--- config.mk ---
export PLATFORM = sky130hd
export DESIGN_NAME = multicycle_sequencer_flat
export DESIGN_NICKNAME = d
export VERILOG_FILES = /design/src/rtl/multicycle_sequencer_if.sv /design/src/rtl/multicycle_sequencer.sv /design/src/flat_wrapper.sv
export SDC_FILE = /design/constraint.sdc
export NUM_CORES = 1
export LEC_CHECK = 0
export ABC_AREA = 1
export ABC_CLOCK_PERIOD_IN_PS = 2300
export BUFFER_PORTS_ARGS = -buffer_cell sky130_fd_sc_hd__clkbuf_2
export CORE_MARGIN = 3
export CORE_UTILIZATION = 25
export CTS_CLUSTER_DIAMETER = 100
export DETAILED_ROUTE_END_ITERATION = 7
export SYNTH_ARGS = -nofsm -noshare
export SYNTH_HDL_FRONTEND = slang
export SYNTH_SLANG_ARGS = --single-unit
--- constraint.sdc ---
create_clock -name clk -period 2.3 [get_ports clk]
set_clock_uncertainty 0.1 [all_clocks]
set_input_delay 0.46 -clock clk [delete_from_list [all_inputs] [get_ports clk]]
set_output_delay 0.46 -clock clk [all_outputs]
set_load 0.01 [all_outputs]
--- src/rtl/multicycle_sequencer_if.sv ---
// Shared memory request/acknowledge bundle between the sequencer and memory.
// master: sequencer drives the requests; slave: memory returns mem_ack.
interface multicycle_sequencer_if;
    logic imem_req;
    logic dmem_req;
    logic dmem_we;
    logic mem_ack;

    modport master (
        output imem_req,
        output dmem_req,
        output dmem_we,
        input  mem_ack
    );

    modport slave (
        input  imem_req,
        input  dmem_req,
        input  dmem_we,
        output mem_ack
    );
endinterface

--- src/rtl/multicycle_sequencer.sv ---
// Multi-cycle control FSM: FETCH/DECODE/EXEC/MEM/WB with sticky FAULT.
// Ports: clk, reset, mem (request/ack bundle), decoder flags, alu_zero,
//        IR/RF/PC strobes, fault, state, instret (retired count).
module multicycle_sequencer #(
    parameter int TIMEOUT = 16,
    parameter int CNT_W   = 32
) (
    input  logic             clk,
    input  logic             reset,
    multicycle_sequencer_if.master mem,
    input  logic             dec_mem_read,
    input  logic             dec_mem_write,
    input  logic             dec_reg_write,
    input  logic             dec_branch,
    input  logic             alu_zero,
    output logic             ir_write,
    output logic             rf_we,
    output logic             pc_write,
    output logic             pc_src,
    output logic             fault,
    output logic [2:0]       state,
    output logic [CNT_W-1:0] instret
);

    localparam logic [2:0] S_FETCH  = 3'd0;
    localparam logic [2:0] S_DECODE = 3'd1;
    localparam logic [2:0] S_EXEC   = 3'd2;
    localparam logic [2:0] S_MEM    = 3'd3;
    localparam logic [2:0] S_WB     = 3'd4;
    localparam logic [2:0] S_FAULT  = 3'd7;

    // Counter only ever holds 0..TIMEOUT-1 before the state is left.
    localparam int WCW = (TIMEOUT > 1) ? $clog2(TIMEOUT) : 1;
    localparam logic [WCW-1:0] LIM =
        (TIMEOUT > 0) ? WCW'(TIMEOUT - 1) : '0;
    localparam bit TO_EN = (TIMEOUT != 0);

    logic [2:0]     st, nxt;
    logic [WCW-1:0] wait_cnt;
    logic           timed_out;
    logic           retire;
    logic           waiting;

    assign timed_out = TO_EN && (wait_cnt == LIM);
    assign waiting   = (st == S_FETCH || st == S_MEM) && !mem.mem_ack;

    always_comb begin
        nxt          = st;
        mem.imem_req = 1'b0;
        mem.dmem_req = 1'b0;
        mem.dmem_we  = 1'b0;
        ir_write     = 1'b0;
        rf_we        = 1'b0;
        pc_write     = 1'b0;
        pc_src       = 1'b0;
        retire       = 1'b0;
        case (st)
            S_FETCH: begin
                mem.imem_req = 1'b1;
                if (mem.mem_ack) begin
                    ir_write = 1'b1;
                    nxt      = S_DECODE;
                end else if (timed_out) begin
                    nxt = S_FAULT;
                end
            end
            S_DECODE: nxt = S_EXEC;
            S_EXEC: begin
                if (dec_mem_read && dec_mem_write) begin
                    nxt = S_FAULT;
                end else if (dec_branch) begin
                    pc_write = 1'b1;
                    pc_src   = alu_zero;
                    retire   = 1'b1;
                    nxt      = S_FETCH;
                end else if (dec_mem_read || dec_mem_write) begin
                    nxt = S_MEM;
                end else if (dec_reg_write) begin
                    nxt = S_WB;
                end else begin
                    // Unsupported opcode retires as a NOP.
                    pc_write = 1'b1;
                    retire   = 1'b1;
                    nxt      = S_FETCH;
                end
            end
            S_MEM: begin
                mem.dmem_req = 1'b1;
                mem.dmem_we  = dec_mem_write;
                if (mem.mem_ack) begin
                    if (dec_mem_write) begin
                        pc_write = 1'b1;
                        retire   = 1'b1;
                        nxt      = S_FETCH;
                    end else begin
                        nxt = S_WB;
                    end
                end else if (timed_out) begin
                    nxt = S_FAULT;
                end
            end
            S_WB: begin
                rf_we    = 1'b1;
                pc_write = 1'b1;
                retire   = 1'b1;
                nxt      = S_FETCH;
            end
            S_FAULT: nxt = S_FAULT;
            // Encodings 5 and 6 are unreachable; park them safely.
            default: nxt = S_FAULT;
        endcase
    end

    always_ff @(posedge clk) begin
        if (reset) begin
            st       <= S_FETCH;
            wait_cnt <= '0;
            instret  <= '0;
        end else begin
            st <= nxt;
            if (nxt != st) begin
                wait_cnt <= '0;
            end else if (waiting) begin
                wait_cnt <= wait_cnt + WCW'(1);
            end
            if (retire) begin
                instret <= instret + CNT_W'(1);
            end
        end
    end

    assign state = st;
    assign fault = (st == S_FAULT);

endmodule

--- src/flat_wrapper.sv ---
// flat-port wrapper written by rule: the top's interface ports become plain ports
module multicycle_sequencer_flat 
#(
    parameter int TIMEOUT = 16,
    parameter int CNT_W   = 32
)
  (clk, reset, dec_mem_read, dec_mem_write, dec_reg_write, dec_branch, alu_zero, ir_write, rf_we, pc_write, pc_src, fault, state, instret, mem_imem_req, mem_dmem_req, mem_dmem_we, mem_mem_ack);
  multicycle_sequencer_if mem_i ();
  input  logic clk;
  input  logic reset;
  input  logic dec_mem_read;
  input  logic dec_mem_write;
  input  logic dec_reg_write;
  input  logic dec_branch;
  input  logic alu_zero;
  output logic ir_write;
  output logic rf_we;
  output logic pc_write;
  output logic pc_src;
  output logic fault;
  output logic [2:0] state;
  output logic [CNT_W-1:0] instret;
  output wire logic [$bits(mem_i.imem_req)-1:0] mem_imem_req;
  output wire logic [$bits(mem_i.dmem_req)-1:0] mem_dmem_req;
  output wire logic [$bits(mem_i.dmem_we)-1:0] mem_dmem_we;
  input wire logic [$bits(mem_i.mem_ack)-1:0] mem_mem_ack;
  assign mem_imem_req = mem_i.imem_req;
  assign mem_dmem_req = mem_i.dmem_req;
  assign mem_dmem_we = mem_i.dmem_we;
  assign mem_i.mem_ack = mem_mem_ack;
  multicycle_sequencer #(.TIMEOUT(TIMEOUT), .CNT_W(CNT_W)) u_core (.clk(clk), .reset(reset), .mem(mem_i), .dec_mem_read(dec_mem_read), .dec_mem_write(dec_mem_write), .dec_reg_write(dec_reg_write), .dec_branch(dec_branch), .alu_zero(alu_zero), .ir_write(ir_write), .rf_we(rf_we), .pc_write(pc_write), .pc_src(pc_src), .fault(fault), .state(state), .instret(instret));
endmodule
==> results by stage <==
Route:
- In the routed design, unresolved DRC markers number 0.
- The final routed wirelength across all metal layers is 5960 µm.
- For this run, the detailed router's first-pass iteration total came to 4.
- After detailed routing, the average wire length per cell comes to ~11 µm.
- The count of nets left with antenna violations once routing finished came out at 0.
- The detailed router finished its first iteration with a little under 90 violations.
- Dividing the detail-routed via count by the number of cells gives 4.49.
- The final route contains 2343 vias.

Synth:
- After synthesis, flip-flops and latches occupy 34.6% of the total area.
- Of the post-synthesis cell area, the dominant cell type holds about a third.
- Dividing the synthesized area by the synthesized cell count gives about 6.3 µm².
- The number of standard cells after synthesis is 359.
- The number of nets produced by synthesis is 369.
- The synthesized design contains 39 register bits.
- The number of different library cells in the post-synthesis netlist is 25.
- Ranked by total cell area, the synthesized netlist is headed by dfxtp_1 35%, nand2_1 14%, nor2_1 11%.
- The post-synth design cell area is 2260 µm².
- The largest area contributor in the synthesized netlist is dfxtp_1.
- Yosys printed 0 warnings.

Die:
- The number of placement rows is 34.
- just over 50 I/O pins were placed.
- The floorplan step set the die height to 101 µm.
- The placeable core region is 8760 µm².
- The die is 101 µm wide.
- The floorplan die area is 10200 µm².
- The initial core utilization is 25.8%.

STA:
- The minimum clock period is 2100 ps.
- The setup total negative slack is 0 ps.
- Based on the critical path, the design can be clocked at up to 0.475 GHz.
- The smallest setup slack after layout is 197 ps.
- Setup violations remaining at the end of the flow were counted as 0.
- The slew of the pin with the lowest slew margin is 537 ps.
- Setup repair after global routing left no endpoint under its margin.
- The worst-case headroom to the max-slew limit is 63.9%.
- The number of endpoints with negative hold slack in the final report was 0.
- The max-slew violation count is 0.
- The final clock period utilization by the worst path is approximately nine tenths.

Final layout:
- For this run, the post-layout net count is 423.
- From synthesis to final layout, the design area changed by 21.4%.
- The most frequent standard cell in the layout excluding fill and tap cells is nand2_1.
- The number of antenna diodes is 0.
- The ratio of cells with drive above 1 in the final layout is 18.8%.
- In the layout the commonest cells are 84 x nand2_1, 65 x nor2_1, 50 x clkbuf_2, 42 x inv_1, 40 x nand3_1.
- After filler insertion, the fill cell instance count of the layout stands at 992.

Pwr:
- The overall power is 1.99 mW.
- Dividing total power by cell area gives a power density of 724 nW/µm².
- Across the VDD grid, the largest voltage drop is 0.000259 V.
- The static leakage power is approximately 1.2 nW.

Setup path:
- The kind of cell adding the most delay to the critical path is simple AND/OR/NAND/NOR gates.
- The largest single stage delay on the critical path is about 500 ps.
- The critical path is of the register to output port type.
- The startpoint class of the critical path is a register.
- The worst setup path is captured at an output port.
- STA puts the critical path data arrival time at 1540 ps.
- The total buffers and inverters traversed by the critical path is 1.
- Traced cell by cell, the critical path runs through nand2_1, nor2_1, nand3_1, nand2_2, clkbuf_2.
- For the worst setup path, the data required time is 1740 ps.
- The maximum fanout encountered on the critical timing path is 11.
- The cell at the slowest stage of the critical path is dfxtp_1.

Place:
- The HPWL reported at the end of detailed placement is 4730 µm.
- Routability-driven placement finished with a final weighted congestion of 0.835.
- Port buffering added 50 buffers.
- The worst setup timing slack at the placement stage is 379 ps.

Clock network:
- The clock reaches the later pin of the worst-skew pair after 290 ps.
- The count of cells resized by post-cts repair is 0.
- TritonCTS created 5 clock buffers.
- In this run the post-CTS setup repair buffer count came out at 0.
- The H-tree was split into 2 levels.
- The quantity of hold-fixing buffers added after cts is 0.
- After clock tree synthesis, the clock-pin slew on the worst setup and hold paths is ~80 ps.
- TritonCTS built the clock tree.
- The maximum buffer depth of the clock tree is 2.
- The number of sinks driven by the clock tree is 39.
- The clock root buffer is clkbuf_8.

GRT:
- The number of global-route vias before repair is 2102.
- Entering global routing, the biggest net connects 19 pins.
- The first-pass GRT wire length is ~10000 µm.
- The initial antenna violation count is 0.
- The final global-route overflow total is 0.
- The global-route usage over all layers is 12.1%.

Job:
- The max-capacitance violation count is 0.

Min path:
- The worst hold path class is register to register.

Outcome:
- The flow ran to the end, and the final reports show no timing, DRC or antenna violations.
synthesized netlist by cell type (all sizes together):
library cell and count:
a21oi 19, and3 2, buf 5, clkbuf 3, dfxtp 39, ha 2, inv 46, nand2 87
nand3 41, nand4 9, nor2 71, nor3 10, nor3b 2, o21ai 12, o21bai 2, xnor2 1
xor2 8
metal layers:
layer,GRT usage (%),share of wire (%),vias up
met3,2.49,3.6,10
met1,15.6,47,1044
li1,-,-,1247
met2,20.1,48,42
met4,3.68,1.5,0
met5,0,0,-
state kept, by name, summed over array words and instances, names as in the netlist:
register / count
u_core.state: 3
u_core.wait_cnt: 4
u_core.instret: 32
worst register-to-register path: cells and delay by family (launching register included):
kind / cells / cell delay, ps
flops: 1 / 400
fa+ha+maj: 1 / 220
simple gates: 9 / 1080
power by group:
| part | total [mW] | switching, mW | internal (mW) | leakage (nW) |
|---|---|---|---|---|
| sequential | 0.779 | 0.0648 | 0.714 | 0.315 |
| combinational | 0.611 | 0.402 | 0.209 | 0.837 |
| clock | 0.596 | 0.245 | 0.351 | 0.0612 |
final timing paths:
| kind | startpoint | end | slack, ps | cells past startpoint |
|---|---|---|---|---|
| min reg2reg | u_core.instret[7] | u_core.instret[7] | 410 | 2 |
| max | u_core.state[1] | pc_write | 200 | 5 |
| max reg2reg | u_core.instret[0] | u_core.instret[24] | 390 | 10 |
| min | u_core.instret[7] | u_core.instret[7] | 410 | 2 |
stage by stage:
step | std cells | util, % | hold WS, ps | cell area (µm²)
floorplan | 359 | - | 400 | 2260
global placement | 514 | 30.0 | 388 | 2630
detailed placement | 514 | 30.0 | 389 | 2630
CTS | 522 | 31.3 | 406 | 2740
global route | 522 | 31.3 | 428 | 2740
finish | 522 | 31.3 | 407 | 2740
area by class of cell:
| type | instances | area (µm²) | share of cell area (%) |
|---|---|---|---|
| well taps | 108 | 135 | 4.93 |
| multi-input cells | 266 | 1250 | 45.5 |
| clock buffers | 6 | 82.6 | 3.01 |
| inverters | 46 | 173 | 6.30 |
| flip-flops and latches | 39 | 781 | 28.5 |
| clock inverters | 2 | 35.0 | 1.28 |
| repair buffers | 55 | 288 | 10.5 |
cell families after synthesis:
family	count (synthesis)	synth area share (%)
AND/OR/NAND/NOR	222	43.1
buffers and inverters	54	10.2
flip-flops	39	34.6
AO/OA/AOI/OAI	33	7.53
XOR/XNOR	9	3.49
adder cells (fa/ha/maj)	2	1.11
No activity file was read; power rests on OpenSTA's default activity.
